<file path="config.mk">
export PLATFORM = sky130hd
export DESIGN_NAME = up_dn_counter_param
export DESIGN_NICKNAME = d
export VERILOG_FILES = /design/src/rtl/up_dn_counter_param.sv
export SDC_FILE = /design/constraint.sdc
export NUM_CORES = 1
export LEC_CHECK = 0
export BUFFER_PORTS_ARGS = -buffer_cell sky130_fd_sc_hd__buf_2
export CORE_MARGIN = 10
export CORE_UTILIZATION = 41
export CTS_CLUSTER_DIAMETER = 200
export DETAILED_ROUTE_END_ITERATION = 6
export HOLD_SLACK_MARGIN = 0.05
export PLACE_DENSITY_LB_ADDON = 0.15
export SLEW_MARGIN = 0
export SYNTH_ARGS = -nofsm -noshare
export SYNTH_HDL_FRONTEND = slang
export SYNTH_SLANG_ARGS = --single-unit
</file>
<file path="constraint.sdc">
create_clock -name clk -period 3.35 [get_ports clk]
set_clock_uncertainty 0.15 [all_clocks]
set_input_delay 0.1675 -clock clk [delete_from_list [all_inputs] [get_ports clk]]
set_output_delay 0.1675 -clock clk [all_outputs]
set_load 0.05 [all_outputs]
</file>
<file path="src/rtl/up_dn_counter_param.sv">
// up_dn_counter_param: parametrised up/down counter with runtime limits.
//
// Purpose:
//   Event/position counter with a configurable width, per-cycle step size,
//   runtime lower/upper limits, saturate or wrap behaviour at the limits,
//   one-cycle overflow/underflow pulses, sticky flags and a configuration
//   error flag.
//
// Ports:
//   clk        in   rising-edge clock
//   rst        in   asynchronous reset, active-high
//   in         in   load value (WIDTH)
//   load       in   load request (highest priority)
//   up         in   count-up request (lowest priority)
//   down       in   count-down request (wins over up)
//   step       in   unsigned step magnitude (STEP_W)
//   lo_lim     in   lower limit, unsigned (WIDTH)
//   hi_lim     in   upper limit, unsigned (WIDTH)
//   wrap_mode  in   0 = saturate at limits, 1 = wrap to the opposite limit
//   clr_flags  in   clears the sticky flags
//   counter    out  registered count (WIDTH)
//   high       out  counter == hi_lim
//   low        out  counter == lo_lim
//   ovf_pulse  out  one-cycle pulse, an up operation exceeded hi_lim
//   unf_pulse  out  one-cycle pulse, a down operation went below lo_lim
//   ovf_sticky out  overflow seen since the last clr_flags
//   unf_sticky out  underflow seen since the last clr_flags
//   cfg_err    out  lo_lim > hi_lim; the counter is frozen while set
module up_dn_counter_param #(
    parameter int unsigned           WIDTH     = 8,
    parameter int unsigned           STEP_W    = 4,
    parameter logic [WIDTH-1:0]      RESET_VAL = '0
) (
    input  logic              clk,
    input  logic              rst,
    input  logic [WIDTH-1:0]  in,
    input  logic              load,
    input  logic              up,
    input  logic              down,
    input  logic [STEP_W-1:0] step,
    input  logic [WIDTH-1:0]  lo_lim,
    input  logic [WIDTH-1:0]  hi_lim,
    input  logic              wrap_mode,
    input  logic              clr_flags,
    output logic [WIDTH-1:0]  counter,
    output logic              high,
    output logic              low,
    output logic              ovf_pulse,
    output logic              unf_pulse,
    output logic              ovf_sticky,
    output logic              unf_sticky,
    output logic              cfg_err
);

    logic [WIDTH-1:0] counter_q, counter_d;
    logic             ovf_pulse_q, ovf_pulse_d;
    logic             unf_pulse_q, unf_pulse_d;
    logic             ovf_sticky_q, ovf_sticky_d;
    logic             unf_sticky_q, unf_sticky_d;

    // One extra bit so neither the sum nor the difference can wrap silently.
    logic [WIDTH:0]        step_ext;
    logic [WIDTH:0]        sum;
    logic signed [WIDTH:0] diff;
    logic signed [WIDTH:0] lo_ext;
    logic                  step_zero;

    assign step_ext  = {{(WIDTH + 1 - STEP_W){1'b0}}, step};
    assign sum       = {1'b0, counter_q} + step_ext;
    assign diff      = $signed({1'b0, counter_q}) - $signed(step_ext);
    assign lo_ext    = $signed({1'b0, lo_lim});
    assign step_zero = (step == '0);

    assign cfg_err = (lo_lim > hi_lim);

    always_comb begin
        counter_d   = counter_q;
        ovf_pulse_d = 1'b0;
        unf_pulse_d = 1'b0;

        if (!cfg_err) begin
            if (load) begin
                if (in < lo_lim) begin
                    counter_d = lo_lim;
                end else if (in > hi_lim) begin
                    counter_d = hi_lim;
                end else begin
                    counter_d = in;
                end
            end else if (down && !step_zero) begin
                if (diff >= lo_ext) begin
                    counter_d = diff[WIDTH-1:0];
                end else begin
                    unf_pulse_d = 1'b1;
                    counter_d   = wrap_mode ? hi_lim : lo_lim;
                end
            end else if (up && !down && !step_zero) begin
                if (sum <= {1'b0, hi_lim}) begin
                    counter_d = sum[WIDTH-1:0];
                end else begin
                    ovf_pulse_d = 1'b1;
                    counter_d   = wrap_mode ? lo_lim : hi_lim;
                end
            end
        end

        // A new event on the same edge as clr_flags keeps the flag set.
        ovf_sticky_d = ovf_pulse_d | (ovf_sticky_q & ~clr_flags);
        unf_sticky_d = unf_pulse_d | (unf_sticky_q & ~clr_flags);
    end

    always_ff @(posedge clk or posedge rst) begin
        if (rst) begin
            counter_q    <= RESET_VAL;
            ovf_pulse_q  <= 1'b0;
            unf_pulse_q  <= 1'b0;
            ovf_sticky_q <= 1'b0;
            unf_sticky_q <= 1'b0;
        end else begin
            counter_q    <= counter_d;
            ovf_pulse_q  <= ovf_pulse_d;
            unf_pulse_q  <= unf_pulse_d;
            ovf_sticky_q <= ovf_sticky_d;
            unf_sticky_q <= unf_sticky_d;
        end
    end

    assign counter    = counter_q;
    assign high       = (counter_q == hi_lim);
    assign low        = (counter_q == lo_lim);
    assign ovf_pulse  = ovf_pulse_q;
    assign unf_pulse  = unf_pulse_q;
    assign ovf_sticky = ovf_sticky_q;
    assign unf_sticky = unf_sticky_q;

endmodule

</file>
==> flow_summary.ini, run 1 <==
[cts]
numCtsBuffers = 3
cts_tree = built
insertion_delay_ns = 0.24
clock-sinks = 12
clockRootBuffer = clkbuf_8
path_clk_slew_ns = 0.06
clockBufferDepth = 2
htree_levels = 1

[sta]
post-route-period-util_pct = 105
finalHoldViolCount = 0
whs_ns = 0.0666
setup_ws_ns = -0.178
clock.fmax_ghz = 0.283
worstMarginPinSlew_ns = 0.745
setup_viol = 8
slew_headroom_pct = 49.9
fin_crit_ns = 3.53
finalMaxSlewViolations = 0
tns_ns = -0.915
rsz0062_at_grt = true

[floorplanning]
initial_core_util_pct = 42.6
dieArea_mm2 = 0.0103
rows = 29
die_height_um = 102
ios = 50
die_x_um = 102
coreArea_mm2 = 0.00642

[critical_path]
cp_max_fo = 5
crit_cells = 14
arrival_ns = 3.48
rr_worst_depth = 14
crit_buf_inv = 1
cp-end-kind = register
r2r_slack_ns = -0.18
crit_family = compound AO/OA/AOI/OAI gates
rr_startpoint = counter[2]
worstPathRequired_ns = 3.30
crit_slowest_cell = or3b_4
start_kind = register
crit_type = reg -> reg
path_cells = ha_4, or3b_4, a31oi_4, o21ai_1, xnor2_1, ha_2, nand4_1, a2bb2oi_2, o221ai_4, buf_4, a221oi_1, a311oi_1, a21oi_1, a211oi_2
reg2reg_to = counter[1]
slowest_delay_ns = 0.43

[grt]
grt_pass1_vias = 3117
grt_pass1_wl_mm = 15.4
grt_overflow = 0
grt_usage_pct = 18.6
antenna_found_initial = 0
grt_max_degree = 26

[synthesis]
yosys_warnings = 0
ys_types = 61
synth.top_cell.area_share_pct = 21.5
postSynth.asyncResetShare_pct = 100
yosysTopAreaCell = ha_1
yosys.cell_count.top_type = ha_1
avgSynthCellArea_um2 = 7.94
ys_seq_elements = 12
synthTopCellsByArea = ha_1, dfrtp_1, xnor2_1, inv_1, o21ai_0
synth-seq-area-share_pct = 11.0
syn_area_mm2 = 0.00274
syn-num-nets = 429
synth_flop_cell = dfrtp_1
synth_common_cells = ha_1, inv_1, nor2_1
synth_edf_count = 0
synthCells = 345

[finish]
drive_gt1_share_pct = 40.9
antennaDiodeCount = 0
fin_nets = 525
area_growth_pct = 40.8
finalCoreUtilization_pct = 60.0

[run]
maxCapViolations = 0

[min_path]
hold_path.class = in -> reg
min-delay-start = clr_flags
holdPathEnd = ovf_sticky
hold_path_depth = 3

[drt]
via_count = 3022
viasPerCell = 5.85
drt_wl_total_mm = 9.95
wl_per_cell_um = 19.2
drtAntennaViolNets = 0
drtIter0Drc = 219
drc = 0
firstDrtPassIters = 4

[placed_design]
hpwl_mm = 7.93
portBuffers = 49
globalplace.congestion = 0.967

[pwr]
power_density_mw_per_mm2 = 1030
ir_drop_v = 0.000460
total_power_uw = 3970
p_leak_uw = 0.00175

[run_status]
outcome = finished with violations
violations = negative setup slack
[worst max path at each step]
stage | end | from
after floorplan | counter[2] | counter[0]
after global placement | counter[2] | counter[0]
after detailed placement | counter[2] | counter[0]
after CTS | counter[2] | counter[0]
after global routing | counter[1] | counter[0]
final | counter[1] | counter[2]
[through the flow]
stage | cell area [um^2] | setup slack (ns) | instances
2_1_floorplan | 2860 | -0.107 | 345
3_3_place_gp | 3400 | -0.429 | 500
3_5_place_dp | 3400 | -0.426 | 500
4_1_cts | 3680 | -0.165 | 514
5_1_grt | 3850 | -0.334 | 517
6_report | 3850 | -0.178 | 517
[what timing repair did]
action | in CTS | in global routing
setup endpoints to repair | 11 | 9
hold buffers | 1 | 0
gates cloned | 0 | 0
buffers inserted | 10 | 4
resized for setup | 34 | 26
endpoints found under the hold margin | 12 | 0
pin swaps | 31 | 19
[sequential cells by signal, summed over array words and instances (netlist names)]
| register | count |
|---|---|
| unf_sticky | 1 |
| ovf_sticky | 1 |
| counter | 8 |
| ovf_pulse | 1 |
| unf_pulse | 1 |
[worst register-to-register path, cell delays in order, from the launching register on]
cell and delay [ns]:
dfrtp_2 0.42, ha_4 0.26, or3b_4 0.43, a31oi_4 0.15, o21ai_1 0.09, xnor2_1 0.31, ha_2 0.37, nand4_1 0.12
a2bb2oi_2 0.19, o221ai_4 0.15, buf_4 0.17, a221oi_1 0.24, a311oi_1 0.09, a21oi_1 0.17, a211oi_2 0.09
[layer usage]
layer / wire [um] / vias up / global-route usage [%]
met5: 0 / - / 0
li1: - / 1464 / -
met2: 4910 / 99 / 31.8
met3: 619 / 19 / 3.74
met4: 221 / 0 / 4.84
met1: 4190 / 1440 / 23.1
[report_power, final]
part,internal [uW],total [uW],switching (uW)
logic,1690,3550,1860
registers,207,260,52.1
clock network,104,161,57.4
total,2010,3970,1970
[area by class of cell]
type,count,area [um^2]
fillers,596,2570
clock buffers,4,55.1
inverters,34,128
flip-flops and latches,12,305
well taps,77,96.3
multi-input cells,283,2540
repair buffers,107,732
[cell usage in the layout (no fill, tap or decap), types with 6 or more instances in the layout]
master	n
buf_6	13
dfrtp_1	8
xnor2_1	21
o211ai_1	7
ha_4	6
buf_2	49
nor2_1	20
nor3_1	9
o21ai_0	13
inv_1	31
nand4_1	12
mux2i_1	8
nand3_1	7
nand2_1	19
a21oi_1	14
buf_4	44
o21a_1	6
ha_1	36
[cells by family after synthesis]
logic type,after synthesis,synth area share (%)
xor gates and xnor gates,27,8.64
buffers and inverters,50,9.19
muxes,9,3.34
AOI/OAI and AO/OA,96,25.5
and+or+nand+nor,102,19.4
adders and majority gates,49,22.9
DFF,12,11.0
(Power assumes the default switching activity.)
==> run 2, diff against run 1 <==
- CORE_UTILIZATION: 41 -> 25
==> flow_summary.ini, run 2 (synthesis gave the netlist of run 1 again) <==
[pwr]
p_leak_uw = 0.00174
total_power_uw = 3770
ir_drop_v = 0.000386
power_density_mw_per_mm2 = 973

[placed_design]
globalplace.congestion = 0.880
hpwl_mm = 9.00
placed_cells_incl_taps = 565
portBuffers = 49

[finish]
largest_reg_flops = 8
antennaDiodeCount = 0
finalCoreUtilization_pct = 35.8
fin_cells = 581
layout_commonest_cell = buf_4
drive_gt1_share_pct = 40.6
area_growth_pct = 41.3
fin_nets = 526
layout_common_cells = buf_4, buf_2, ha_1

[sta]
finalMaxSlewViolations = 0
slew_headroom_pct = 62.0
setup_viol = 8
clock.fmax_ghz = 0.288
setup_ws_ns = -0.126
rsz0062_at_grt = true
finalHoldViolCount = 0
worstMarginPinSlew_ns = 0.556
post-route-period-util_pct = 104
tns_ns = -0.516
fin_crit_ns = 3.48
whs_ns = 0.0655

[cts]
clockRootBuffer = clkbuf_8
insertion_delay_ns = 0.24
cts_tree = built
htree_levels = 1
clock-sinks = 12
path_clk_slew_ns = 0.06
numCtsBuffers = 3
clockBufferDepth = 2

[critical_path]
cp-end-kind = register
r2r_slack_ns = -0.13
cp-startpoint = counter[0]
start_kind = register
crit_top_cell = buf_4
crit_type = reg -> reg
crit_family = compound AO/OA/AOI/OAI gates
slowest_delay_ns = 0.39
worstPathRequired_ns = 3.30
crit_buf_inv = 5
rr_startpoint = counter[0]
crit_cells = 16
crit_end = counter[6]
rr_worst_depth = 16
cp_max_fo = 4
reg2reg_to = counter[6]
crit_slowest_cell = dfrtp_2
path_cells = inv_2, ha_4, buf_4, nand2b_4, a211oi_2, nor3_2, xor2_1, ha_1, buf_4, and3_4, a21oi_4, buf_6, buf_4, o311a_1, o31ai_2, o221ai_2
arrival_ns = 3.43

[min_path]
hold_path.class = in -> reg
hold_path_depth = 3

[floorplanning]
die_height_um = 125
initial_core_util_pct = 25.4
ios = 50
coreArea_mm2 = 0.0108
die_x_um = 125
dieArea_mm2 = 0.0155
rows = 38

[grt]
grt_overflow = 0
grt_max_degree = 26
grt_pass1_vias = 3150
antenna_found_initial = 0
grt_pass1_wl_mm = 17.1
grt_usage_pct = 13.3

[drt]
wl_per_cell_um = 18.3
viasPerCell = 5.04
firstDrtPassIters = 4
drtIter0Drc = 125
via_count = 2927
drtAntennaViolNets = 0
drc = 0
drt_wl_total_mm = 10.6

[run_status]
outcome = finished with violations
violations = negative setup slack

[run]
maxCapViolations = 0
## run 2: routing by layer
| metal | part of all wire [%] | GRT usage (%) | wire, um | vias to the layer above |
|---|---|---|---|---|
| li1 | - | - | - | 1469 |
| met1 | 44 | 16.2 | 4720 | 1401 |
| met2 | 51 | 23.8 | 5430 | 49 |
| met3 | 3.3 | 1.83 | 353 | 8 |
| met4 | 1.3 | 3.22 | 136 | 0 |
| met5 | 0 | 0 | 0 | - |
## run 2: where the power goes
part	internal (uW)	switching, uW	total [uW]
registers	207	76.0	283
clock network	104	57.4	161
logic	1600	1720	3320
total	1910	1850	3770
## run 2: how the worst min path moves through the flow
stage,from,to,slack [ns]
after floorplan,rst,counter[4],-0.12
after global placement,rst,counter[7],0.06
after detailed placement,rst,counter[7],0.06
after CTS,clr_flags,ovf_sticky,0.07
after global routing,clr_flags,ovf_sticky,0.09
final,clr_flags,ovf_sticky,0.07
## run 2: cell type report
cell class	instances	area (um^2)
timing repair buffer	108	717
clock buffer	4	55.1
sequential	12	305
tap	140	175
fill	1154	6920
inverter	34	128
multi-input combinational	283	2490
## run 2: per-stage QoR
step | worst slack [ns] | area (um^2)
5_1_grt | -0.303 | 3870
3_3_place_gp | -0.479 | 3490
2_1_floorplan | -0.107 | 2860
3_5_place_dp | -0.434 | 3490
6_report | -0.126 | 3870
4_1_cts | -0.131 | 3790
## run 2: what timing repair did
action	4_1_cts	5_1_grt
resized for setup	34	12
pin swaps	26	16
setup endpoints to repair	11	10
setup buffers	9	2
hold endpoints to repair	12	0
hold buffers	1	0
gates cloned	0	0
## run 2: worst reg2reg max path, cell delays in order (launching register included)
cell and delay (ns):
dfrtp_2 0.39, inv_2 0.06, ha_4 0.15, buf_4 0.13, nand2b_4 0.14, a211oi_2 0.31, nor3_2 0.07, xor2_1 0.16
ha_1 0.36, buf_4 0.14, and3_4 0.19, a21oi_4 0.06, buf_6 0.12, buf_4 0.13, o311a_1 0.36, o31ai_2 0.25
o221ai_2 0.15
